File: src/rtl/counter_read_latch.sv
// Counter read-back latch: freezes a 16-bit count for byte-wise host reads
// in LSB, MSB or LSB-then-MSB format.
module counter_read_latch (
  input  logic       clk,
  input  logic       rst_n,
  input  logic       mode_write,
  input  logic [1:0] rw_mode,
  input  logic       latch_cmd,
  input  logic       rd_strobe,
  input  logic [7:0] count_high,
  input  logic [7:0] count_low,
  output logic [7:0] data_out,
  output logic       latched,
  output logic       msb_next
);

  // state  | meaning
  // FOLLOW | OL tracks the live count, no latch pending
  // HOLD1  | OL frozen, one byte read left before release
  // HOLD2  | OL frozen, two byte reads left before release
  typedef enum logic [1:0] {
    FOLLOW = 2'd0,
    HOLD1  = 2'd1,
    HOLD2  = 2'd2
  } state_t;

  state_t      r_state;
  state_t      w_state_nxt;
  logic [15:0] r_ol;
  logic [15:0] w_ol_nxt;
  logic [1:0]  r_mode;
  logic [1:0]  w_mode_nxt;
  logic        r_ptr;
  logic        w_ptr_nxt;
  logic        w_mode_load;
  logic        w_msb_sel;
  logic [15:0] w_count;

  assign w_count     = {count_high, count_low};
  assign w_mode_load = mode_write && (rw_mode != 2'b00);

  always_ff @(posedge clk or negedge rst_n) begin
    if (!rst_n) begin
      r_state <= FOLLOW;
      r_ol    <= 16'h0000;
      r_mode  <= 2'b11;
      r_ptr   <= 1'b0;
    end else begin
      r_state <= w_state_nxt;
      r_ol    <= w_ol_nxt;
      r_mode  <= w_mode_nxt;
      r_ptr   <= w_ptr_nxt;
    end
  end

  always_comb begin
    w_state_nxt = r_state;
    w_ol_nxt    = r_ol;
    w_mode_nxt  = r_mode;
    w_ptr_nxt   = r_ptr;

    if (w_mode_load) begin
      w_mode_nxt  = rw_mode;
      w_ptr_nxt   = 1'b0;
      w_state_nxt = FOLLOW;
      w_ol_nxt    = w_count;
    end else begin
      if (rd_strobe && (r_mode == 2'b11)) begin
        w_ptr_nxt = ~r_ptr;
      end
      unique case (r_state)
        FOLLOW: begin
          w_ol_nxt = w_count;
          // Hold depth uses the post-read pointer so a same-cycle read counts.
          if (latch_cmd) begin
            if ((r_mode == 2'b11) && !w_ptr_nxt) w_state_nxt = HOLD2;
            else                                 w_state_nxt = HOLD1;
          end
        end
        HOLD1: begin
          if (rd_strobe) w_state_nxt = FOLLOW;
        end
        HOLD2: begin
          if (rd_strobe) w_state_nxt = HOLD1;
        end
        default: w_state_nxt = FOLLOW;
      endcase
    end
  end

  assign w_msb_sel = (r_mode == 2'b10) || ((r_mode == 2'b11) && r_ptr);
  assign data_out  = w_msb_sel ? r_ol[15:8] : r_ol[7:0];
  assign msb_next  = w_msb_sel;
  assign latched   = (r_state != FOLLOW);

endmodule

File: config.mk
export PLATFORM = sky130hd
export DESIGN_NAME = counter_read_latch
export DESIGN_NICKNAME = d
export VERILOG_FILES = /design/src/rtl/counter_read_latch.sv
export SDC_FILE = /design/constraint.sdc
export NUM_CORES = 1
export LEC_CHECK = 0
export CORE_AREA = 2 2 74 55
export CTS_CLUSTER_DIAMETER = 40
export DETAILED_ROUTE_END_ITERATION = 12
export DIE_AREA = 0 0 76 57
export PLACE_DENSITY = 0.62
export SLEW_MARGIN = 5
export SYNTH_ARGS = -nofsm -noshare
export SYNTH_HDL_FRONTEND = slang
export SYNTH_SLANG_ARGS = --single-unit
File: constraint.sdc
create_clock -name clk -period 2.5 [get_ports clk]
set_clock_uncertainty 0.2 [all_clocks]
set_input_delay 0.25 -clock clk [delete_from_list [all_inputs] [get_ports clk]]
set_output_delay 0.25 -clock clk [all_outputs]
set_load 0.1 [all_outputs]
# == Word-level counts from Yosys, hierarchy flattened ==
# Cells that the tools add are included.
# classes
n_eq_ne,7
muxes,12
bitwise,1
reduce_logical,11
# op_table
op,n
16-bit two-way mux,2
2-bit two-way mux,5
"3-bit inequality test, second input constant",3
8-bit two-way mux,1
"2-bit == test, second input constant",3
2-bit one-hot mux with 3 select lines,1
2-bit nonzero test,3
1-bit logical AND,4
1-bit two-way mux,3
3-bit AND reduction,1
"2-bit by 1-bit == test with 1-bit output, second input constant",1
2-bit zero test,1
1-bit zero test,1
1-bit logical OR,1
1-bit inverter,1
# word_totals
ff_bits,21
inputBits,23
out_inout_bits,10
word_cells,35

# == Logic depth before layout (Yosys ltp) ==
# logic_depth
ltp_word,10
mapped_depth,4
depth_no_buf,3

# == Worst setup path before layout ==
# Ideal clock, no wire load.
# synth_path
path_type,register -> output
start,register r_mode[0]
end,output port data_out[0]
arrival_ns,1.432
setup_slack_ns,0.618
path_stages_with_launch,4
n_path_buf,0
cell_sequence,dfstp_2 > inv_1 > o21ai_4 > mux2_2
# synth_via
elab_chain_len,4
word_cells_on_any_way,5
cone_classes,eq/ne: 2; mux: 1; reduce/logical: 2
# synth_rtl
element,line,text
"start, declared",31,logic [1:0] r_mode;
"start signal, assigned",51,r_mode <= w_mode_nxt;
2-bit == test,91,assign w_msb_sel = (r_mode == 2'b10) || ((r_mode == 2'b11) && r_ptr);
1-bit logical AND,91,
1-bit logical OR (*),91,
8-bit two-way mux (*),92,assign data_out = w_msb_sel ? r_ol[15:8] : r_ol[7:0];
"end, declared",12,"output logic [7:0] data_out,"
# Mark *: on every way between the ends. The rest lies on a longest branch, timed or not.

# == Worst setup path after layout ==
# layout_path
start,register r_mode[0]
end,output port data_out[6]
# The elaborated chain is that of the path after synthesis.

==> flow_metrics.py <==
metrics = {
    "sta": {
        "final_hold_viol_count": 0,
        "hold_slack_ns": 0.1314,
        "slew_violations": 0,
        "timing.setup.tns_ns": 0,
        "period_needed_ns": 2.279,
        "rsz0062_at_grt": "no",
        "period_share": 0.9116,
        "fmax_mhz": 438.8,
        "layout_setup_ws_ns": 0.2209,
        "setup-violations-final": 0,
        "slew_headroom": 0.7516,
        "worstMarginPinSlew_ns": 0.3712,
    },
    "grt": {
        "overflow": 0,
        "track_usage": 0.09387,
        "grt_pass1_vias": 697,
        "antenna_found_initial": 0,
        "grt_pass1_wl_um": 3194,
        "grt_max_degree": 22,
    },
    "power_and_ir_drop": {
        "leakage_nw": 0.6578,
        "seq_power_share": 0.343,
        "power_density_nw_per_um2": 794.9,
        "ir_drop_mv": 0.5135,
        "switching_power_w": 0.0004802,
        "p_int_w": 0.0007332,
        "comb_power_share": 0.476,
        "switching_share": 0.3957,
        "clock_power_share": 0.181,
    },
    "clock_network": {
        "htreeDepth": 1,
        "cts_hold_buf": 0,
        "root_buffer": "clkbuf_8",
        "clock-sinks": 21,
        "ctsResizeCount": 0,
        "numCtsBuffers": 3,
        "post_cts_buffers": 0,
        "cts.clk_slew.worst_paths_ns": 0.08,
        "cts_tree": "yes",
        "worst_skew_pair.late_latency_ns": 0.26,
        "clk_path_buf_depth": 2,
    },
    "finish": {
        "num_antenna_cells": 0,
        "fin_area_um2": 1526,
        "final_common_cell": "clkdlybuf4s50_1",
        "seq_area_um2": 528.0,
        "final_cell_count_no_fill": 160,
        "drive_gt1_frac": 0.4167,
        "layout_common_cells": "clkdlybuf4s50_1 (22), dfrtp_1 (19), mux2_2 (14), mux2_4 (10), buf_12 (8)",
        "nets": 132,
        "multiInputGateArea_um2": 469.2,
        "area_growth_pct": 47.88,
        "fill_cells": 342,
    },
    "yosys": {
        "ys_seq_area_frac": 0.5115,
        "netlist_instances": 72,
        "synth_cell_types": 20,
        "synth_fp_nets": 95,
        "avgSynthCellArea_um2": 14.34,
        "yosys_warnings": 0,
        "synth-seq-cells": 21,
        "netlist_area_um2": 1032,
    },
    "detailed_routing": {
        "drc": 0,
        "drt-total-wl_um": 1912,
        "viasPerCell": 4.169,
        "drtPass1Iterations": 3,
        "drt_first_iter_violations": 30,
        "vias": 667,
        "ant_nets": 0,
        "wire_per_inst_um": 11.95,
    },
    "critical_path": {
        "cp_data_required_time_ns": 2.05,
        "worstSetupEndpointType": "output pin",
        "arrival_ns": 1.83,
        "crit_fanout": 9,
        "start_kind": "flop",
        "worstSetupPathType": "flop to output pin",
    },
    "placement": {
        "io_buffers": 32,
        "gp_congestion": 0.7781,
        "pre_cts_ws_ns": 0.5057,
        "hpwl_um": 1414,
        "place_area_um2": 1480,
        "place_inst": 156,
    },
    "floorplanning": {
        "start_util": 0.2801,
        "die_h_um": 57,
        "rows": 19,
        "ios": 33,
        "dieArea_um2": 4332,
        "core_um2": 3685,
        "die_x_um": 76,
    },
    "run": {
        "drv_cap": 0,
    },
    "hold_path": {
        "hp-class": "input port to async pin",
    },
    "outcome": {
        "outcome": "completed",
    },
}
[routing by layer]
metal	part of all wire	GRT usage	wire, um	vias to the layer above
met5	0	0	0	-
met3	0.088	0.04589	169	0
li1	-	-	-	325
met2	0.42	0.1301	799	22
met4	0	0.03117	0	0
met1	0.49	0.1285	944	320
[cell families (layout without fill, tap and decap cells)]
group,count (synthesis),after routing,share of synthesized area
muxes,24,24,0.2982
buffers and inverters,5,41,0.03394
xor gates and xnor gates,2,2,0.01697
DFF,21,21,0.5115
AOI/OAI and AO/OA,8,8,0.06303
and+or+nand+nor,12,12,0.07636
[cell type report]
type / count / area share
clock buffer: 3 / 0.02705
sequential: 21 / 0.3459
inverter: 4 / 0.009836
multi-input combinational: 46 / 0.3074
tap: 52 / 0.04262
clock inverter: 1 / 0.003279
timing repair buffer: 33 / 0.2639
[worst paths after layout]
check                      startpoint     endpoint  slack [ns]  cells after the start
max                         r_mode[0]  data_out[6]        0.22                      4
min in group clk            r_mode[1]    r_mode[1]        0.30                      2
min                             rst_n      r_ol[7]        0.13                      2
max in group asynchronous       rst_n    r_mode[1]        1.70                      2
min reg2reg                 r_mode[1]    r_mode[1]        0.30                      2
max reg2reg                r_state[0]     r_ol[10]        0.99                      3
[power by group through the flow]
stage          sequential (W)  combinational, W  clock [W]
6_report             0.000417          0.000577   0.000220
5_1_grt              0.000423          0.000600   0.000240
4_1_cts              0.000417          0.000582   0.000231
3_5_place_dp         0.000423          0.000581          0
3_3_place_gp         0.000422          0.000576          0
2_1_floorplan        0.000415          0.000395          0
[worst max-delay path, stage by stage (launching register included)]
cell and delay [ns]:
dfstp_2 0.56, inv_1 0.07, o21ai_4 0.34, mux2_2 0.42
buf_12 0.17
[through the flow]
step	total power, W	utilization
global route	0.001263	0.4143
global placement	0.0009977	0.4017
detailed placement	0.001003	0.4017
floorplan	0.0008101	-
CTS	0.001230	0.4143
finish	0.001213	0.4143
[cell usage after synthesis]
master    instances  area [um^2]
a21oi_1           1        5.000
buf_12            1        20.02
dfrtp_1          19        475.5
dfstp_2           2        52.55
inv_1             4        15.01
mux2_2           14        157.7
mux2_4           10        150.1
nand2_1           6        22.52
nand3_1           1        5.000
nand4b_1          1        8.760
nor2_1            1        3.750
nor2_4            1        11.26
nor2_8            1        20.02
nor3b_1           1        7.510
o211ai_1          1        7.510
o21a_4            1        15.01
o21ai_0           3        15.01
o21ai_4           1        16.27
o22ai_1           1        6.260
xor2_1            2        17.52
[sequential cells by signal, summed over array words and instances (netlist names)]
register and cells:
r_ol 16, r_state 2, r_ptr 1, r_mode 2
No activity file was read; power rests on OpenSTA's default activity.
